===== src/rtl/traffic_pkg.sv =====
// Shared types for the actuated phase scheduler: light codes, phase and
// state enums, and the (phase, state) -> four light bus decode.
package traffic_pkg;

   localparam logic [2:0] LT_RED    = 3'b100;
   localparam logic [2:0] LT_YELLOW = 3'b010;
   localparam logic [2:0] LT_GREEN  = 3'b001;

   typedef enum logic [1:0] {
      PH_MAIN = 2'd0,
      PH_TURN = 2'd1,
      PH_SIDE = 2'd2
   } phase_e;

   typedef enum logic [1:0] {
      ST_GREEN  = 2'd0,
      ST_YELLOW = 2'd1,
      ST_ALLRED = 2'd2
   } state_e;

   // Returns {M1, M2, MT, S}; heads outside the phase set stay red.
   function automatic logic [11:0] phase_lights(phase_e ph, state_e st);
      logic [2:0] on_c;
      logic [3:0] set;
      case (st)
         ST_GREEN:  on_c = LT_GREEN;
         ST_YELLOW: on_c = LT_YELLOW;
         default:   on_c = LT_RED;
      endcase
      case (ph)
         PH_MAIN: set = 4'b1100;
         PH_TURN: set = 4'b1010;
         PH_SIDE: set = 4'b0001;
         default: set = 4'b0000;
      endcase
      return {set[3] ? on_c : LT_RED,
              set[2] ? on_c : LT_RED,
              set[1] ? on_c : LT_RED,
              set[0] ? on_c : LT_RED};
   endfunction

   function automatic phase_e emg_target(logic [1:0] sel);
      case (sel)
         2'd1:    return PH_TURN;
         2'd2:    return PH_SIDE;
         default: return PH_MAIN;
      endcase
   endfunction

endpackage


===== src/rtl/phase_timer.sv =====
// Per-state interval counter with the fixed comparisons the scheduler FSM
// needs; cleared on every state entry by the caller.
module phase_timer #(
   parameter int MIN_GREEN = 7,
   parameter int MAX_GREEN = 20,
   parameter int YELLOW_T  = 3,
   parameter int ALLRED_T  = 2,
   parameter int CW        = 5
) (
   input  logic clk,
   input  logic rst,
   input  logic clr_i,
   input  logic load_i,
   output logic ge_min_o,
   output logic eq_max_o,
   output logic eq_yel_o,
   output logic eq_ar_o
);

   localparam logic [CW-1:0] CNT_SAT = '1;
   localparam logic [CW-1:0] MIN_M1  = CW'(MIN_GREEN - 1);
   localparam logic [CW-1:0] MAX_M1  = CW'(MAX_GREEN - 1);
   localparam logic [CW-1:0] YEL_M1  = CW'(YELLOW_T - 1);
   localparam logic [CW-1:0] AR_M1   = CW'(ALLRED_T - 1);

   logic [CW-1:0] cnt_q;
   logic [CW-1:0] cnt_d;

   // Saturates so a long main-road dwell never wraps back under the minimum.
   always_comb begin
      cnt_d = cnt_q;
      if (clr_i) begin
         cnt_d = '0;
      end else if (load_i) begin
         cnt_d = MIN_M1;
      end else if (cnt_q != CNT_SAT) begin
         cnt_d = cnt_q + CW'(1);
      end
   end

   always_ff @(posedge clk or posedge rst) begin
      if (rst) begin
         cnt_q <= '0;
      end else begin
         cnt_q <= cnt_d;
      end
   end

   assign ge_min_o = (cnt_q >= MIN_M1);
   assign eq_max_o = (cnt_q == MAX_M1);
   assign eq_yel_o = (cnt_q == YEL_M1);
   assign eq_ar_o  = (cnt_q == AR_M1);

endmodule


===== src/rtl/traffic_phase_scheduler.sv =====
// Sensor-actuated four-head phase scheduler: main green by default, latched
// turn/side requests served in rotation, yellow and all-red clearance, preemption.
module traffic_phase_scheduler
   import traffic_pkg::*;
#(
   parameter int MIN_GREEN = 7,
   parameter int MAX_GREEN = 20,
   parameter int YELLOW_T  = 3,
   parameter int ALLRED_T  = 2,
   parameter int CW        = 5
) (
   input  logic       clk,
   input  logic       rst,
   input  logic       req_turn,
   input  logic       req_side,
   input  logic       emg,
   input  logic [1:0] emg_sel,
   output logic [2:0] light_M1,
   output logic [2:0] light_M2,
   output logic [2:0] light_MT,
   output logic [2:0] light_S,
   output logic [1:0] phase,
   output logic       gnt_turn,
   output logic       gnt_side
);

   state_e state_q, state_d;
   phase_e cur_q, cur_d;
   phase_e nxt_q, nxt_d;
   logic   pend_turn_q, pend_turn_d;
   logic   pend_side_q, pend_side_d;
   logic   gnt_turn_q, gnt_turn_d;
   logic   gnt_side_q, gnt_side_d;

   logic   ge_min, eq_max, eq_yel, eq_ar;
   logic   cnt_clr, cnt_load;
   logic   green_exit, held, own_req;
   phase_e emg_tgt;

   phase_timer #(
      .MIN_GREEN (MIN_GREEN),
      .MAX_GREEN (MAX_GREEN),
      .YELLOW_T  (YELLOW_T),
      .ALLRED_T  (ALLRED_T),
      .CW        (CW)
   ) u_timer (
      .clk      (clk),
      .rst      (rst),
      .clr_i    (cnt_clr),
      .load_i   (cnt_load),
      .ge_min_o (ge_min),
      .eq_max_o (eq_max),
      .eq_yel_o (eq_yel),
      .eq_ar_o  (eq_ar)
   );

   assign emg_tgt = emg_target(emg_sel);
   assign held    = (state_q == ST_GREEN) && emg && (emg_tgt == cur_q);
   assign own_req = (cur_q == PH_TURN) ? req_turn : req_side;

   always_comb begin
      state_d     = state_q;
      cur_d       = cur_q;
      nxt_d       = nxt_q;
      cnt_clr     = 1'b0;
      cnt_load    = 1'b0;
      green_exit  = 1'b0;
      gnt_turn_d  = 1'b0;
      gnt_side_d  = 1'b0;
      pend_turn_d = pend_turn_q | (req_turn & ~((state_q == ST_GREEN) && (cur_q == PH_TURN)));
      pend_side_d = pend_side_q | (req_side & ~((state_q == ST_GREEN) && (cur_q == PH_SIDE)));

      case (state_q)
         ST_GREEN: begin
            if (emg) begin
               green_exit = (emg_tgt != cur_q);
            end else if (cur_q == PH_MAIN) begin
               green_exit = ge_min && (pend_turn_q || pend_side_q);
            end else begin
               green_exit = (ge_min && !own_req) || eq_max;
            end
            // A held green parks the count at the minimum so release exits at once.
            cnt_load = held;
            if (green_exit) begin
               state_d = ST_YELLOW;
               cnt_clr = 1'b1;
               if (emg) begin
                  nxt_d = emg_tgt;
               end else if (cur_q == PH_MAIN) begin
                  nxt_d = pend_turn_q ? PH_TURN : PH_SIDE;
               end else if (cur_q == PH_TURN) begin
                  nxt_d = pend_side_q ? PH_SIDE : PH_MAIN;
               end else begin
                  nxt_d = PH_MAIN;
               end
            end
         end
         ST_YELLOW: begin
            if (eq_yel) begin
               state_d = ST_ALLRED;
               cnt_clr = 1'b1;
            end
         end
         ST_ALLRED: begin
            if (eq_ar) begin
               state_d    = ST_GREEN;
               cnt_clr    = 1'b1;
               cur_d      = emg ? emg_tgt : nxt_q;
               gnt_turn_d = (cur_d == PH_TURN);
               gnt_side_d = (cur_d == PH_SIDE);
               if (cur_d == PH_TURN) pend_turn_d = 1'b0;
               if (cur_d == PH_SIDE) pend_side_d = 1'b0;
            end
         end
         default: begin
            state_d = ST_ALLRED;
            cnt_clr = 1'b1;
         end
      endcase
   end

   always_ff @(posedge clk or posedge rst) begin
      if (rst) begin
         state_q     <= ST_ALLRED;
         cur_q       <= PH_MAIN;
         nxt_q       <= PH_MAIN;
         pend_turn_q <= 1'b0;
         pend_side_q <= 1'b0;
         gnt_turn_q  <= 1'b0;
         gnt_side_q  <= 1'b0;
      end else begin
         state_q     <= state_d;
         cur_q       <= cur_d;
         nxt_q       <= nxt_d;
         pend_turn_q <= pend_turn_d;
         pend_side_q <= pend_side_d;
         gnt_turn_q  <= gnt_turn_d;
         gnt_side_q  <= gnt_side_d;
      end
   end

   assign {light_M1, light_M2, light_MT, light_S} = phase_lights(cur_q, state_q);
   assign phase    = cur_q;
   assign gnt_turn = gnt_turn_q;
   assign gnt_side = gnt_side_q;

endmodule

===== config.mk =====
export PLATFORM = sky130hd
export DESIGN_NAME = traffic_phase_scheduler
export DESIGN_NICKNAME = d
export VERILOG_FILES = /design/src/rtl/traffic_pkg.sv /design/src/rtl/phase_timer.sv /design/src/rtl/traffic_phase_scheduler.sv
export SDC_FILE = /design/constraint.sdc
export NUM_CORES = 1
export LEC_CHECK = 0
export ABC_CLOCK_PERIOD_IN_PS = 1800
export BUFFER_PORTS_ARGS = -buffer_cell sky130_fd_sc_hd__buf_2
export CAP_MARGIN = 20
export CORE_ASPECT_RATIO = 1.1
export CORE_MARGIN = 3
export CORE_UTILIZATION = 30
export DETAILED_ROUTE_END_ITERATION = 16
export REMOVE_ABC_BUFFERS = 1
export SKIP_LAST_GASP = 1
export SLEW_MARGIN = 20
export SYNTH_ARGS = -nofsm -noshare
export SYNTH_HDL_FRONTEND = slang
export SYNTH_SLANG_ARGS = --single-unit

===== constraint.sdc =====
create_clock -name clk -period 1.8 [get_ports clk]
set_input_delay 0.18 -clock clk [delete_from_list [all_inputs] [get_ports clk]]
set_output_delay 0.18 -clock clk [all_outputs]
set_load 0.05 [all_outputs]

==> results of run 1 <==
==> repair_timing <==
action,in CTS,in global routing
endpoints found under the setup margin,2,8
hold endpoints to repair,14,0
resized for setup,1,6
cloned,0,0
pin swaps,0,2
buffers inserted,0,5
hold buffers,1,0
==> cell families after synthesis <==
logic type	Yosys count	synth area share, %
simple gates	55	26.4
compound gates	23	16.1
flops	15	37.5
buf+inv	12	5.24
mux	6	6.23
xor+xnor	4	3.49
fa+ha+maj	4	4.99
==> path summary, 6_finish.rpt <==
kind	startpoint	to	slack (ns)	depth (start not counted)
worst max-delay path	phase[1]	nxt_q[0]	0.06	6
worst min-delay path	req_side	pend_side_q	0.16	3
worst max register to register	phase[1]	nxt_q[0]	0.06	6
max in group asynchronous	rst	u_timer.cnt_q[1]	0.89	3
worst min register to register	state_q[1]	state_q[1]	0.54	2
min in group asynchronous	rst	u_timer.cnt_q[2]	0.47	3
==> state kept, by name, summed over array words and instances (netlist names) <==
name / cells
state_q: 2
u_timer.cnt_q: 5
pend_side_q: 1
gnt_turn: 1
nxt_q: 2
gnt_side: 1
phase: 2
pend_turn_q: 1
==> cell usage after synthesis, drive strengths merged <==
library cell / instances / share of area (%)
nor2: 20 / 7.5
nand2: 19 / 7.1
dfrtp: 14 / 35
o21ai: 9 / 4.9
inv: 7 / 2.6
a21oi: 6 / 3.0
ha: 4 / 5.0
mux2i: 4 / 4.0
xnor2: 4 / 3.5
clkbuf: 3 / 1.1
nor2b: 3 / 1.9
a211oi: 2 / 2.5
and4bb: 2 / 2.5
buf: 2 / 1.5
mux2: 2 / 2.2
or3b: 2 / 1.7
a221o: 1 / 1.1
a221oi: 1 / 1.5
and2: 1 / 0.62
and3: 1 / 0.62
dfstp: 1 / 2.6
nand3: 1 / 0.50
nand4: 1 / 0.62
nand4b: 1 / 0.87
nor3: 1 / 0.50
nor3b: 1 / 0.75
nor4: 1 / 0.62
o211ai: 1 / 0.75
o21a: 1 / 0.75
o31ai: 1 / 0.75
o41ai: 1 / 0.87
or3: 1 / 0.62
==> final cells by class <==
class                      instances  area [sq um]  area share, %
tap                               34          42.5           3.44
multi-input combinational         92           577           46.7
inverter                           7          26.3           2.13
timing repair buffer              31           183           14.8
clock inverter                     1          5.00          0.405
clock buffer                       3          22.5           1.82
sequential                        15           379           30.7
==> layer usage <==
layer,up-vias,global-route usage (%)
met3,5,3.49
met1,446,13.1
li1,474,-
met2,13,21.0
met5,-,0
met4,0,3.25
==> power by group <==
part	leakage (nW)	internal, mW	switching, mW	total (mW)
sequential	0.183	0.463	0.166	0.629
clock	0.0177	0.0827	0.119	0.202
combinational	0.404	0.491	0.933	1.42
==> stage by stage <==
step	instances	instance area (sq um)	power [mW]	setup WS, ns	util [%]
finish	183	1230	2.25	0.0633	39.5
global route	183	1230	2.43	-0.0228	39.5
CTS	178	1190	2.18	0.00231	38.1
detailed placement	173	1150	1.97	0.00426	36.9
global placement	173	1150	1.96	0.0654	36.9
floorplan	114	977	1.64	-0.461	-
==> worst register-to-register path, delay by kind of cell, from the launching register on <==
kind | cells | cell delay [ns]
and+or+nand+nor | 1 | 0.06
buffers and inverters | 1 | 0.16
muxes | 1 | 0.34
AOI/OAI and AO/OA | 3 | 0.62
DFF | 1 | 0.45
==> results.ini, run 1 <==
[finish]
drive_gt1_share_pct = 30.2
layout_commonest_cell = buf_2
syn_to_final_growth_pct = 23.1
final_cell_mix = 21 x buf_2, 20 x nor2_1, 19 x nand2_1, 12 x dfrtp_1, 8 x buf_4
finalNetCount = 161
fillers = 315
n_antenna_cell = 0

[synthesis]
syn_inst = 119
ys_seq_elements = 15
yosysWarnings = 0
synth-seq-area-share_pct = 37.5
syn_area_sq_um = 1000
syn_avg_cell_area_sq_um = 8.43
ys_types = 34

[timing]
rsz0062_at_grt = yes
period_needed_ns = 1.74
finalHoldViolations = 0
fin_skew_ns = 0.0137
fin_hold_ws_ns = 0.160
tightest_slew_ns = 0.596
setup_viol = 0
max_slew_margin_pct = 60.2
clock.fmax_ghz = 0.576
maxSlewViolCount = 0
finalCritPeriodShare_pct = 96.5
totalNegativeSetupSlack_ns = 0

[routing]
topRoutingLayerUsed = met4
drt-total-wl_mm = 2.26
num_vias = 938
drtAntennaViolNets = 0
route.met3.wl_um = 75
drtIter0Drc = 47
met1Wirelength_um = 975
viasPerCell = 5.13
dr.pass1.iters = 4
wl_met2_mm = 1.19
drc_errors = 0
wl_per_cell_um = 12.4

[clock_tree]
clock_latency_ns = 0.30
cts_buffers = 3
cts_tree = yes
clock_sinks = 15
cts_buffer_depth = 2
clkTransAtPathRegs_ns = 0.10
htree_levels = 1
cts_root_buf = clkbuf_4

[global_route]
grt_first_pass_wirelength_mm = 3.58
grtUsageTotal_pct = 11.8
grt_pass1_vias = 851
grt_max_degree = 16
grt_remaining_overflow = 0
antenna_found_initial = 0

[place]
dp_hpwl_mm = 1.69
gp_congestion = 0.857
portBuffers = 22

[setup_path]
crit_fanout = 5
timing.critical_path.max_delay_family = compound AO/OA/AOI/OAI gates
cp-end-kind = flop
slowest_stage = dfrtp_2
start_kind = flop
cp_cell_sequence = buf_2 > nand2_1 > o21ai_1 > a221o_2 > o21ai_2 > mux2_1
cpPeakStageDelay_ns = 0.45
crit_type = flop to flop
required_ns = 1.99
cp_data_arrival_time_ns = 1.93
critPathBufInv = 1

[floorplanning]
start_util_pct = 32.1
rows = 21
dieHeight_um = 66.7
fp.coreArea_sq_um = 3130
dieWidth_um = 61.1
io_pins = 23
dieArea_sq_um = 4080

[power_and_ir_drop]
p_leak_nw = 0.605
peakVddDrop_mv = 0.711
power.density_nw_per_um2 = 1830

[outcome]
status = completed

[run]
drv_cap = 0

[min_path]
worstHoldPathType = input port to flop

Power figures use the tool's default switching activity.
==> run 2, diff against run 1 <==
- RECOVER_POWER: unset -> 100
==> run 2 against run 1 <==
Clock skew about the same. Via count down 0.32%. Power down 0.24%. Register-to-register slack about the same. Sequential share of layout area up 0.062 points. Largest power group unchanged.
==> results.ini, run 2 (synthesis results as in run 1) <==
[timing]
setup_ws_ns = 0.0632  ; -0.0000322 ns
finalHoldViolations = 0  ; unchanged
fin_hold_ws_ns = 0.163  ; +0.00235 ns
clock.fmax_ghz = 0.576  ; about the same
finalCritPeriodShare_pct = 96.5  ; about the same
totalNegativeSetupSlack_ns = 0  ; unchanged
fin_skew_ns = 0.0136  ; -0.0000534 ns
period_needed_ns = 1.74  ; +0.0000322 ns
tightest_slew_ns = 0.596  ; +0.000136 ns
rsz0062_at_grt = yes
setup_viol = 0  ; unchanged
maxSlewViolCount = 0  ; unchanged
max_slew_margin_pct = 60.2  ; about the same

[clock_tree]
clock_latency_ns = 0.29  ; about the same
clock_sinks = 15  ; unchanged
clkTransAtPathRegs_ns = 0.10  ; about the same
cts_root_buf = clkbuf_4
htree_levels = 1  ; unchanged
cts_buffer_depth = 2  ; unchanged
cts_tree = yes
cts_buffers = 3  ; unchanged

[setup_path]
crit_type = flop to flop
cp_data_arrival_time_ns = 1.92  ; about the same
cpPeakStageDelay_ns = 0.45  ; about the same
cp_cell_sequence = buf_2 > nand2_1 > o21ai_1 > a221o_2 > o21ai_2 > mux2_1
reg2reg_to = nxt_q[0]
regToRegSetupSlack_ns = 0.06  ; about the same
start_kind = flop
cp-end-kind = flop
required_ns = 1.99  ; about the same
slowest_stage = dfrtp_2
timing.critical_path.max_delay_family = compound AO/OA/AOI/OAI gates
critPathBufInv = 1  ; unchanged
crit_fanout = 5  ; unchanged
rr_startpoint = phase[1]
reg2reg_depth = 6  ; unchanged

[finish]
drive_gt1_share_pct = 28.9  ; -1.3 points
largest_register_ffs = 5  ; unchanged
multi_input_area_sq_um = 577  ; unchanged
layout_commonest_cell = nor2_1
utilization_pct = 39.4  ; -0.080 points
fillers = 317  ; +0.63%
finalInstanceArea_sq_um = 1230  ; -0.20%
seq_area_sq_um = 379  ; unchanged
syn_to_final_growth_pct = 22.8
final_cell_mix = 20 x nor2_1, 19 x nand2_1, 19 x buf_2, 12 x dfrtp_1, 8 x buf_4
finalNetCount = 161  ; unchanged
n_antenna_cell = 0  ; unchanged
regMostFlops = u_timer.cnt_q

[place]
dp_hpwl_mm = 1.69  ; unchanged
pre_cts_ws_ns = 0.00426  ; unchanged
gp_congestion = 0.857  ; unchanged
portBuffers = 22  ; unchanged
placed_area_sq_um = 1150  ; unchanged

[power_and_ir_drop]
power.density_nw_per_um2 = 1820  ; about the same
p_leak_nw = 0.596  ; -1.4%
peakVddDrop_mv = 0.706  ; -0.65%

[routing]
wl_per_cell_um = 12.4  ; about the same
drt-total-wl_mm = 2.26  ; about the same
viasPerCell = 5.11  ; -0.32%
dr.pass1.iters = 4  ; unchanged
drc_errors = 0  ; unchanged
drtIter0Drc = 45  ; -4.3%
drtAntennaViolNets = 0  ; unchanged
num_vias = 935  ; -0.32%

[min_path]
whs_path_depth = 3  ; unchanged
hold-path-endpoint = pend_side_q
hp-start = req_side
worstHoldPathType = input port to flop

[floorplanning]
dieArea_sq_um = 4080  ; unchanged
fp.coreArea_sq_um = 3130  ; unchanged
io_pins = 23  ; unchanged
dieHeight_um = 66.7  ; unchanged
rows = 21  ; unchanged
start_util_pct = 32.1  ; unchanged
dieWidth_um = 61.1  ; unchanged

[global_route]
grtUsageTotal_pct = 11.8  ; unchanged
grt_pass1_vias = 851  ; unchanged
grt_remaining_overflow = 0  ; unchanged
grt_first_pass_wirelength_mm = 3.58  ; unchanged
antenna_found_initial = 0  ; unchanged
grt_max_degree = 16  ; unchanged

[outcome]
status = completed

[run]
drv_cap = 0  ; unchanged

==> run 2: final cells by class <==
| cell class | count | share of cell area (%) |
|---|---|---|
| clock buffers | 3 | 1.83 |
| clock inverters | 1 | 0.406 |
| inverters | 7 | 2.13 |
| flip-flops and latches | 15 | 30.8 |
| multi-input cells | 92 | 46.8 |
| well taps | 34 | 3.45 |
| repair buffers | 31 | 14.6 |
==> run 2: worst max-delay path by stage <==
stage	start	end	slack [ns]	cells past startpoint
floorplan	phase[0]	light_MT[0]	-0.46	2
global placement	u_timer.cnt_q[0]	nxt_q[0]	0.07	6
detailed placement	u_timer.cnt_q[0]	nxt_q[0]	0.004	6
CTS	u_timer.cnt_q[0]	nxt_q[0]	0.002	6
global route	u_timer.cnt_q[0]	nxt_q[0]	-0.02	6
finish	phase[1]	nxt_q[0]	0.06	6
==> run 2: worst reg2reg max path: cells and delay by family, from the launching register on <==
family	cells	cell delay, ns
buffers and inverters	1	0.16
multiplexers	1	0.34
flip-flops	1	0.45
AO/OA/AOI/OAI	3	0.62
AND/OR/NAND/NOR	1	0.06
==> run 2: where the power goes <==
part / leakage, nW / internal [mW] / switching (mW)
Combinational: 0.395 / 0.489 / 0.932
Sequential: 0.183 / 0.463 / 0.165
Clock: 0.0177 / 0.0826 / 0.118
==> run 2: per-stage QoR <==
stage | std cells | power [mW]
final | 183 | 2.25
after global routing | 183 | 2.43
after CTS | 178 | 2.18
after detailed placement | 173 | 1.97
after global placement | 173 | 1.96
after floorplan | 114 | 1.64
==> run 2: routing by layer <==
metal / wire, um / up-vias / share of wire, % / track usage (%)
li1: - / 474 / - / -
met1: 985 / 449 / 44 / 13.1
met2: 1200 / 10 / 53 / 21.0
met3: 60 / 2 / 2.7 / 3.49
met4: 12 / 0 / 0.53 / 3.25
met5: 0 / - / 0 / 0
==> run 2: timing repair <==
item / in CTS / in global routing
hold buffers: 1 / 0
setup endpoints to repair: 2 / 8
pin swaps: 0 / 2
gates resized for setup: 1 / 6
hold endpoints to repair: 14 / 0
buffers inserted: 0 / 5
==> run 3, diff against run 2 <==
- CORE_UTILIZATION: 30 -> 25
==> run 3 against run 2 <==
Clock skew is 0.013 ns lower. Global-route usage fell by 1.7 points. Wire length is 1.7% higher. Setup slack better by 0.014 ns. Count of clock-buffer cells in the layout unchanged. Clock power grew 38%. Flip-flop and latch count unchanged. Register-to-register slack about the same. Critical path depth unchanged. Die area increased by 18%. Power increased by 1.4%. Largest cell class unchanged.
==> results.ini, run 3 (synthesis results as in run 1) <==
[timing]
maxSlewViolCount = 0  ; unchanged
setup_viol = 0  ; unchanged
clock.fmax_ghz = 0.581  ; +0.83%
finalHoldViolations = 0  ; unchanged
setup_ws_ns = 0.0776  ; +0.0143 ns
max_slew_margin_pct = 58.4  ; -1.8 points
tightest_slew_ns = 0.623  ; +0.0272 ns
finalCritPeriodShare_pct = 95.7  ; -0.80 points
period_needed_ns = 1.72  ; -0.0143 ns
fin_skew_ns = 0.00106  ; -0.0126 ns

[floorplanning]
fp.coreArea_sq_um = 3740  ; +20%
start_util_pct = 26.8  ; -5.3 points
dieHeight_um = 72.4  ; +8.7%
io_pins = 23  ; unchanged
rows = 23  ; +9.5%
dieArea_sq_um = 4810  ; +18%
dieWidth_um = 66.4  ; +8.6%

[outcome]
status = completed

[finish]
largest_register_ffs = 5  ; unchanged
n_antenna_cell = 0  ; unchanged
layout_commonest_cell = nor2_1
drive_gt1_share_pct = 27.6  ; -1.3 points
syn_to_final_growth_pct = 23.2
finalNetCount = 157  ; -2.5%
regMostFlops = u_timer.cnt_q
final_cell_mix = 20 x nor2_1, 19 x nand2_1, 18 x buf_2, 10 x dfrtp_1, 7 x inv_1

[clock_tree]
clkTransAtPathRegs_ns = 0.06  ; -0.04 ns
cts_buffer_depth = 2  ; unchanged
clock_latency_ns = 0.25  ; -0.04 ns
clock_sinks = 15  ; unchanged
ctsHoldBuffers = 0  ; -1
cts_buffers = 3  ; unchanged
cts_tree = yes
cts_root_buf = clkbuf_8
htree_levels = 1  ; unchanged

[run]
drv_cap = 0  ; unchanged

[routing]
drt-total-wl_mm = 2.30  ; +1.7%
num_vias = 902  ; -3.5%
wl_per_cell_um = 11.8  ; -4.6%
drc_errors = 0  ; unchanged
drtIter0Drc = 47  ; +4.4%
dr.pass1.iters = 4  ; unchanged
viasPerCell = 4.63  ; -9.5%
drtAntennaViolNets = 0  ; unchanged

[setup_path]
cp-end-kind = flop
crit_type = flop to flop
crit_fanout = 5  ; unchanged
start_kind = flop
required_ns = 1.93  ; -0.06 ns
cp_data_arrival_time_ns = 1.86  ; -0.06 ns

[global_route]
antenna_found_initial = 0  ; unchanged
grtUsageTotal_pct = 10.1  ; -1.7 points
grt_remaining_overflow = 0  ; unchanged
grt_first_pass_wirelength_mm = 3.88  ; +8.3%
grt_max_degree = 16  ; unchanged
grt_pass1_vias = 878  ; +3.2%

[place]
pre_cts_ws_ns = 0.0274  ; +0.0231 ns
dp_hpwl_mm = 1.74  ; +2.9%
portBuffers = 22  ; unchanged
gp_congestion = 0.807  ; -5.8%

[power_and_ir_drop]
peakVddDrop_mv = 0.735  ; +4.2%
p_leak_nw = 0.574  ; -3.7%
power.density_nw_per_um2 = 1840  ; +1.1%
finalPower_mw = 2.28  ; +1.4%

[min_path]
worstHoldPathType = input port to async pin

-- run 3: changes by cell type in the layout (fill, tap and decap cells not counted), sizes merged --
cell	previous run	this run
dlygate4sd3	1	0
clkbuf	6	7
buf	27	23
-- run 3: repair_timing --
| action | 4_1_cts | 5_1_grt |
|---|---|---|
| buffers inserted | 0 | 0 |
| endpoints found under the setup margin | 0 | 8 |
| gates resized for setup | 0 | 5 |
-- run 3: report_power, final --
part | total (mW) | switching (mW) | internal, mW
combinational | 1.34 | 0.901 | 0.441
sequential | 0.662 | 0.194 | 0.468
clock | 0.276 | 0.123 | 0.153
-- run 3: per-stage QoR --
stage	std cells	utilization [%]	hold slack (ns)	setup TNS, ns	area, sq um
finish	195	33.0	0.00415	0	1240
global route	195	33.0	0.0514	-0.101	1240
CTS	195	33.0	0.0226	0	1230
detailed placement	191	31.7	0.293	0	1190
global placement	191	31.7	0.294	0	1190
floorplan	114	-	0.0808	-3.53	977
-- run 3: final timing paths --
kind,startpoint,end,slack (ns),cells after the start
max,u_timer.cnt_q[0],nxt_q[0],0.08,6
min,rst,u_timer.cnt_q[2],0.004,2
max reg2reg,u_timer.cnt_q[0],nxt_q[0],0.08,6
min reg2reg,state_q[1],state_q[1],0.53,2
max in group asynchronous,rst,phase[0],1.36,2
min in group clk,req_turn,pend_turn_q,0.21,3
-- run 3: layout make-up --
class                           count  area [sq um]
Clock inverter                      1          5.00
Fill cell                         413          2500
Multi-Input combinational cell     92           577
Sequential cell                    15           382
Clock buffer                        3          41.3
Inverter                            7          26.3
Timing Repair Buffer               27           143
Tap cell                           50          62.6
-- run 3: worst max-delay path, cell delays in order, from the launching register on --
cell	delay, ns
dfrtp_2	0.44
inv_1	0.07
ha_1	0.15
o21ai_0	0.07
a221o_2	0.39
o21ai_2	0.16
mux2_1	0.33
-- run 3: layer usage --
layer  global-route usage (%)  wire (um)  part of all wire, %  vias to the layer above
met5                        0          0                    0                        -
met4                     1.35          0                    0                        0
met3                     2.79         78                  3.4                        0
met2                     17.3       1130                   49                       13
met1                     12.9       1090                   47                      432
li1                         -          -                    -                      457
